===== src/rtl/bemicro_cv_dmaster_st_pkg.sv =====
// bemicro_cv_dmaster_st_pkg: byte-stream marker constants and decoder/encoder FSM states.
package bemicro_cv_dmaster_st_pkg;
  localparam logic [7:0] SOP_M    = 8'h7A;
  localparam logic [7:0] EOP_M    = 8'h7B;
  localparam logic [7:0] CHAN_M   = 8'h7C;
  localparam logic [7:0] ESC_M    = 8'h7D;
  localparam logic [7:0] ESC_MASK = 8'h20;
  typedef enum logic [1:0] {ST_IDLE, ST_ESC, ST_CHAN, ST_CHAN_ESC} state_e;
  function automatic logic is_marker(input logic [7:0] b);
    return b inside {SOP_M, EOP_M, CHAN_M, ESC_M};
  endfunction
endpackage


===== src/rtl/bemicro_cv_ddr3_control_dmaster_b2p.sv =====
// bemicro_cv_ddr3_control_dmaster_b2p: byte stream to packet stream decoder.
// Channel tracking is built only when B2P_CHANNEL_EN is defined; otherwise out_channel is 0.
module bemicro_cv_ddr3_control_dmaster_b2p
  import bemicro_cv_dmaster_st_pkg::*;
(
  input  logic       clk,
  input  logic       reset_n,
  output logic       in_ready,
  input  logic       in_valid,
  input  logic [7:0] in_data,
  input  logic       out_ready,
  output logic       out_valid,
  output logic [7:0] out_data,
  output logic       out_startofpacket,
  output logic       out_endofpacket,
  output logic [7:0] out_channel
);
  state_e     st_q, st_d;
  logic       acc, as_idle, emit;
  logic [7:0] byte_d;
  logic       sop_q, sop_d, eop_q, eop_d;
  logic       ov_q, ov_d, osop_q, osop_d, oeop_q, oeop_d;
  logic [7:0] od_q, od_d;

  assign in_ready = !ov_q || out_ready;
  assign acc      = in_valid && in_ready;
  // A framing marker seen while waiting for a channel byte abandons the channel load.
  assign as_idle  = st_q == ST_IDLE || (st_q == ST_CHAN && in_data inside {SOP_M, EOP_M, CHAN_M});

  always_ff @(posedge clk or negedge reset_n)
    if (!reset_n) st_q <= ST_IDLE;
    else st_q <= st_d;

  always_comb
    st_d = !acc ? st_q :
           as_idle ? (in_data == CHAN_M ? ST_CHAN : in_data == ESC_M ? ST_ESC : ST_IDLE) :
           (st_q == ST_CHAN && in_data == ESC_M) ? ST_CHAN_ESC : ST_IDLE;

  always_comb begin
    emit   = acc && (st_q == ST_ESC || (as_idle && !is_marker(in_data)));
    byte_d = st_q == ST_ESC ? in_data ^ ESC_MASK : in_data;
  end

  always_comb begin
    sop_d  = emit ? 1'b0 : sop_q | (acc && as_idle && in_data == SOP_M);
    eop_d  = emit ? 1'b0 : eop_q | (acc && as_idle && in_data == EOP_M);
    ov_d   = emit || (ov_q && !out_ready);
    od_d   = emit ? byte_d : od_q;
    osop_d = emit ? sop_q : osop_q;
    oeop_d = emit ? eop_q : oeop_q;
  end

  always_ff @(posedge clk or negedge reset_n)
    if (!reset_n) begin
      sop_q  <= 1'b0;
      eop_q  <= 1'b0;
      ov_q   <= 1'b0;
      od_q   <= 8'h00;
      osop_q <= 1'b0;
      oeop_q <= 1'b0;
    end else begin
      sop_q  <= sop_d;
      eop_q  <= eop_d;
      ov_q   <= ov_d;
      od_q   <= od_d;
      osop_q <= osop_d;
      oeop_q <= oeop_d;
    end

  assign out_valid         = ov_q;
  assign out_data          = od_q;
  assign out_startofpacket = osop_q;
  assign out_endofpacket   = oeop_q;

`ifdef B2P_CHANNEL_EN
  logic [7:0] ch_q, ch_d, och_q, och_d;
  always_comb begin
    ch_d  = !acc ? ch_q :
            st_q == ST_CHAN_ESC ? in_data ^ ESC_MASK :
            (st_q == ST_CHAN && !is_marker(in_data)) ? in_data : ch_q;
    och_d = emit ? ch_q : och_q;
  end
  always_ff @(posedge clk or negedge reset_n)
    if (!reset_n) begin
      ch_q  <= 8'h00;
      och_q <= 8'h00;
    end else begin
      ch_q  <= ch_d;
      och_q <= och_d;
    end
  assign out_channel = och_q;
`else
  assign out_channel = 8'h00;
`endif
endmodule


===== config.mk =====
export PLATFORM = sky130hd
export DESIGN_NAME = bemicro_cv_ddr3_control_dmaster_b2p
export DESIGN_NICKNAME = d
export VERILOG_FILES = /design/src/rtl/bemicro_cv_dmaster_st_pkg.sv /design/src/rtl/bemicro_cv_ddr3_control_dmaster_b2p.sv
export SDC_FILE = /design/constraint.sdc
export NUM_CORES = 1
export LEC_CHECK = 0
export ABC_AREA = 1
export CORE_AREA = 2 2 47 49
export CTS_CLUSTER_SIZE = 30
export DETAILED_ROUTE_END_ITERATION = 10
export DIE_AREA = 0 0 49 51
export PLACE_DENSITY = 0.88
export SLEW_MARGIN = 20
export SYNTH_ARGS = -nofsm -noshare
export SYNTH_HDL_FRONTEND = slang
export SYNTH_SLANG_ARGS = --single-unit

===== constraint.sdc =====
create_clock -name clk -period 2.36 [get_ports clk]
set_clock_uncertainty 0.05 [all_clocks]
set_input_delay 0.472 -clock clk [delete_from_list [all_inputs] [get_ports clk]]
set_output_delay 0.472 -clock clk [all_outputs]
set_load 0.1 [all_outputs]

==> results of run 1 <==
worst paths after layout:
check	cells past startpoint	end	from
max	10	out_data[3]	in_data[1]
min	2	out_data[6]	out_data[6]
max reg2reg	6	out_data[3]	st_q[0]
min reg2reg	2	out_data[6]	out_data[6]
max in group asynchronous	1	st_q[1]	reset_n
min in group asynchronous	1	out_startofpacket	reset_n
metrics by stage:
step,hold WS [ns],instance area [um^2],cells,util,total power [mW]
after floorplan,0.126,897,112,-,0.877
after global placement,0.417,1060,153,0.516,0.986
after detailed placement,0.421,1060,153,0.516,0.993
after CTS,0.445,1090,157,0.529,1.14
after global routing,0.461,1090,157,0.529,1.18
final,0.437,1090,157,0.529,1.13
worst min-delay path, cell delays in order (launching register included):
cell     delay [ns]
dfrtp_1        0.36
nand2_1        0.05
nand2_1        0.05
sequential cells by signal, summed over array words and instances (netlist names):
| signal | cells |
|---|---|
| eop_q | 1 |
| out_data | 8 |
| out_endofpacket | 1 |
| out_startofpacket | 1 |
| out_valid | 1 |
| sop_q | 1 |
| st_q | 2 |
synthesized netlist by cell type, drive strengths merged:
library cell	number
o21ai	1
a21oi	3
nor3	1
xor2	1
nand2	38
o21a	1
nand3	11
conb	1
buf	11
o21bai	1
nor2	13
inv	8
dfrtp	15
cells by family after synthesis:
| family | after synthesis |
|---|---|
| XOR/XNOR | 1 |
| AND/OR/NAND/NOR | 63 |
| buffers and inverters | 19 |
| other | 1 |
| flip-flops | 15 |
| AO/OA/AOI/OAI | 6 |
per-layer routing:
metal | up-vias | track usage | wire, um
li1 | 357 | - | -
met1 | 322 | 0.147 | 633
met2 | 29 | 0.265 | 808
met3 | 6 | 0.0409 | 114
met4 | 0 | 0.0905 | 31
met5 | - | 0 | 0
layout make-up:
type                            count  area (um^2)
Clock buffer                        3         22.5
Clock inverter                      1         5.00
Fill cell                         203          971
Inverter                            8         30.0
Multi-Input combinational cell     78          404
Sequential cell                    15          375
Tap cell                           28         35.0
Timing Repair Buffer               24          220
power breakdown:
part | switching (mW) | internal [mW] | total (mW) | leakage [nW]
clock network | 0.0847 | 0.0631 | 0.148 | 0.0177
registers | 0.0325 | 0.306 | 0.339 | 0.191
logic | 0.511 | 0.134 | 0.645 | 0.357
total | 0.628 | 0.503 | 1.13 | 0.566
==> results.ini, run 1 <==
[detailed_routing]
wirelength_um=1590
drtIter0Drc=9
vias=714
drc=0
firstDrtPassIters=4
final_antenna_net_count=0
wl_per_cell_um=10.1
viasPerCell=4.55

[synth]
synth_mux_area_frac=0
synth_cell_type_count=19
ys_seq_elements=15
synth_compound_gate_area_share=0.0533
syn_area_um2=868
synth_top_area_share=0.432
yosys-top-cells-area=dfrtp_1 43%, nand2_2 15%, nand2_1 7.3%
synth-simple-area-share=0.365
synth_xor_xnor_area_share=0.0101
synth_cells=105
synth_top_area_cell=dfrtp_1
synth_fa_ha_area_frac=0
avgSynthCellArea_um2=8.27
ys_warn_count=0
synth_top_family_by_area=simple AND/OR/NAND/NOR gates
yosysSeqAreaShare=0.432

[clocking]
cts_tree=done
htreeDepth=1
ctsResizeCount=0
cts_buffer_depth=2
cts_sinks=15
cts_setup_buffers=0
cts_buffers=3
postCtsHoldBufs=0
clock_latency_ns=0.28
cts.clk_slew.worst_paths_ns=0.09
cts_root_buf=clkbuf_4

[cells_and_area]
nets=142
layout-drive-gt1-share=0.341
syn_to_final_growth_pct=25.8
layout_common_cells=22 x nand2_2, 16 x nand2_1, 15 x dfrtp_1
layout.cells.most_common=nand2_2
diodes=0

[timing]
period_minus_slack_ns=1.97
hold_viol=0
slew_violations=0
fmax_mhz=509
slew_headroom=0.558
final.setup.tns_ns=0
finalCritPeriodShare=0.833
finalSetupViolCount=0
rsz0062_at_grt=false
worstMarginPinSlew_ns=0.661
layout_setup_ws_ns=0.394

[worst_hold_path]
min-delay-path-class=reg -> reg

[setup_path]
cp_top_family=simple AND/OR/NAND/NOR gates
cp-start-kind=input pin
worst_path_most_repeated_cell=nand2_2
crit_path_end_kind=flop
critical_path.max_fanout=13
worstPathRequired_ns=2.49
slowest_stage=clkdlybuf4s50_1
path_class=in -> reg
cp.arrival_ns=2.10
path_buf_inv=2
path_cells=clkdlybuf4s50_1 > inv_2 > nand2_1 > nor2_1 > nand2_2 > nand3_2 > o21bai_4 > nand2_2 > nand2_2 > nand2_2
ff2ff_setup_slack_ns=0.86
max_stage_delay_ns=0.57

[power]
cellPowerDensity_nw_per_um2=1040
ir_drop_uv=471
p_leak_nw=0.566

[die]
die_y_um=51
initial_core_util=0.421
dieWidth_um=49
core_um2=2060
ioPinCount=32
rows=17
die-area_um2=2500

[placement]
routabilityCongestion=0.821
port-buffer-count=23
hpwl_um=1260
dp_slack_ns=0.0953

[global_routing]
grt-ovfl-total=0
grt_max_degree=16
antenna_found_initial=0
grt_pass1_wl_um=2770
grtUsageTotal=0.145
grt_pass1_vias=682

[status]
status=finished, final reports clean

[job]
drv_cap=0

Note: power is estimated with default switching activity, not from simulation.
==> run 2, diff against run 1 <==
Settings changed: CORE_AREA 2 2 47 49 to 2 2 48 50, DIE_AREA 0 0 49 51 to 0 0 50 52, PLACE_DENSITY 0.88 to 0.85.
Clock period 2.36 ns to 2 ns, I/O delays scaled along.
==> results.ini, run 2 (synthesized netlist as in run 1, its figures left out) <==
[status]
status=finished, final reports clean  ; unchanged

[detailed_routing]
final_antenna_net_count=0  ; unchanged
wl_per_cell_um=11.2  ; was 10.1 um
viasPerCell=4.68  ; was 4.55
vias=753  ; was 714
drc=0  ; unchanged
firstDrtPassIters=3  ; was 4
drtIter0Drc=17  ; was 9
wirelength_um=1800  ; was 1590 um

[setup_path]
timing.critical_path.from=in_data[5]  ; was in_data[1]
r2r_start=out_valid  ; was st_q[0]
worstPathRequired_ns=2.11  ; was 2.49 ns
path_class=in -> reg  ; unchanged
ff2ff_setup_slack_ns=0.60  ; was 0.86 ns
cp.arrival_ns=1.83  ; was 2.10 ns
crit_path_end_kind=flop  ; unchanged
cp-start-kind=input pin  ; unchanged
r2r_cells=6  ; unchanged
critical_path.max_fanout=11  ; was 13

[cells_and_area]
layout.cells.most_common=nand2_2  ; unchanged
fin_area_um2=1150  ; was 1090 um^2
regArea_um2=377  ; was 375 um^2
syn_to_final_growth_pct=32.1  ; was 25.8%
final_cell_count_no_fill=161  ; was 157
multi_input_comb_area_um2=404  ; unchanged
nFillCells=188  ; was 203
nets=146  ; was 142
diodes=0  ; unchanged
finalCoreUtilization=0.545  ; was 0.529
largest_reg_flops=8  ; unchanged
layout_common_cells=22 x nand2_2, 16 x nand2_1, 14 x dfrtp_1, 14 x buf_4, 12 x nor2_1  ; was 22 x nand2_2, 16 x nand2_1, 15 x dfrtp_1
layout-drive-gt1-share=0.361  ; was 0.341

[placement]
hpwl_um=1430  ; was 1260 um
port-buffer-count=23  ; unchanged
placed_cells=157  ; was 153
detailed_place.area_um2=1120  ; was 1060 um^2
routabilityCongestion=0.785  ; was 0.821

[clocking]
cts_buffer_depth=2  ; unchanged
cts_buffers=3  ; unchanged
cts_setup_buffers=0  ; unchanged
clock_latency_ns=0.28  ; about the same
cts_sinks=15  ; unchanged
cts.clk_slew.worst_paths_ns=0.09  ; about the same
htreeDepth=1  ; unchanged
ctsResizeCount=0  ; unchanged
cts_tree=done  ; unchanged
postCtsHoldBufs=0  ; unchanged
cts_root_buf=clkbuf_4  ; unchanged

[job]
drv_cap=0  ; unchanged

[die]
ioPinCount=32  ; unchanged
die_y_um=52  ; was 51 um
die-area_um2=2600  ; was 2500 um^2
initial_core_util=0.412  ; was 0.421
rows=17  ; unchanged
dieWidth_um=50  ; was 49 um
core_um2=2110  ; was 2060 um^2

[global_routing]
grtUsageTotal=0.160  ; was 0.145
grt_pass1_vias=737  ; was 682
grt-ovfl-total=0  ; unchanged
antenna_found_initial=0  ; unchanged
grt_max_degree=13  ; was 16
grt_pass1_wl_um=3130  ; was 2770 um

[timing]
slew_violations=0  ; unchanged
finalCritPeriodShare=0.857
period_minus_slack_ns=1.71
hold_viol=0  ; unchanged
rsz0062_at_grt=false  ; unchanged
finalSetupViolCount=0  ; unchanged
final.setup.tns_ns=0  ; unchanged
fmax_mhz=583

[power]
cellPowerDensity_nw_per_um2=1200  ; was 1040 nW/um^2
ir_drop_uv=641  ; was 471 uV
p_leak_nw=0.588  ; was 0.566 nW

[worst_hold_path]
min-delay-path-class=in -> async  ; was reg -> reg

## run 2: through the flow
step | setup WS [ns] | hold WS, ns | total power [mW]
2_1_floorplan | 0.0502 | 0.0544 | 1.04
3_3_place_gp | 0.0518 | 0.422 | 1.20
3_5_place_dp | -0.0105 | 0.424 | 1.21
4_1_cts | 0.283 | 0.341 | 1.38
5_1_grt | 0.186 | 0.346 | 1.44
6_report | 0.285 | 0.339 | 1.38
## run 2: worst paths after layout
path,end
max,out_valid
min,out_valid
max reg2reg,out_data[6]
min reg2reg,out_startofpacket
max in group asynchronous,sop_q
min in group clk,out_startofpacket
## run 2: critical path, stage by stage
cell,delay [ns]
clkdlybuf4s50_1,0.51
nand2_1,0.10
nor2_4,0.16
nand2_1,0.12
nand3_2,0.13
o21bai_4,0.06
nand2_2,0.24
nand2_1,0.10
## run 2: power by group
part / internal, mW / total, mW / switching [mW] / leakage [nW]
Sequential: 0.362 / 0.408 / 0.0458 / 0.190
Clock: 0.0775 / 0.175 / 0.0977 / 0.0150
Combinational: 0.183 / 0.794 / 0.611 / 0.383
Total: 0.623 / 1.38 / 0.754 / 0.588
## run 2: cell type report
type                    instances  share of cell area
repair buffers                 28               0.240
flip-flops and latches         15               0.328
well taps                      28              0.0305
clock buffers                   4              0.0229
multi-input cells              78               0.352
inverters                       8              0.0262
## run 2: metal layers
metal | global-route usage | wire length [um]
met5 | 0 | 0
met4 | 0.111 | 44
met3 | 0.0230 | 99
met2 | 0.287 | 922
met1 | 0.172 | 735
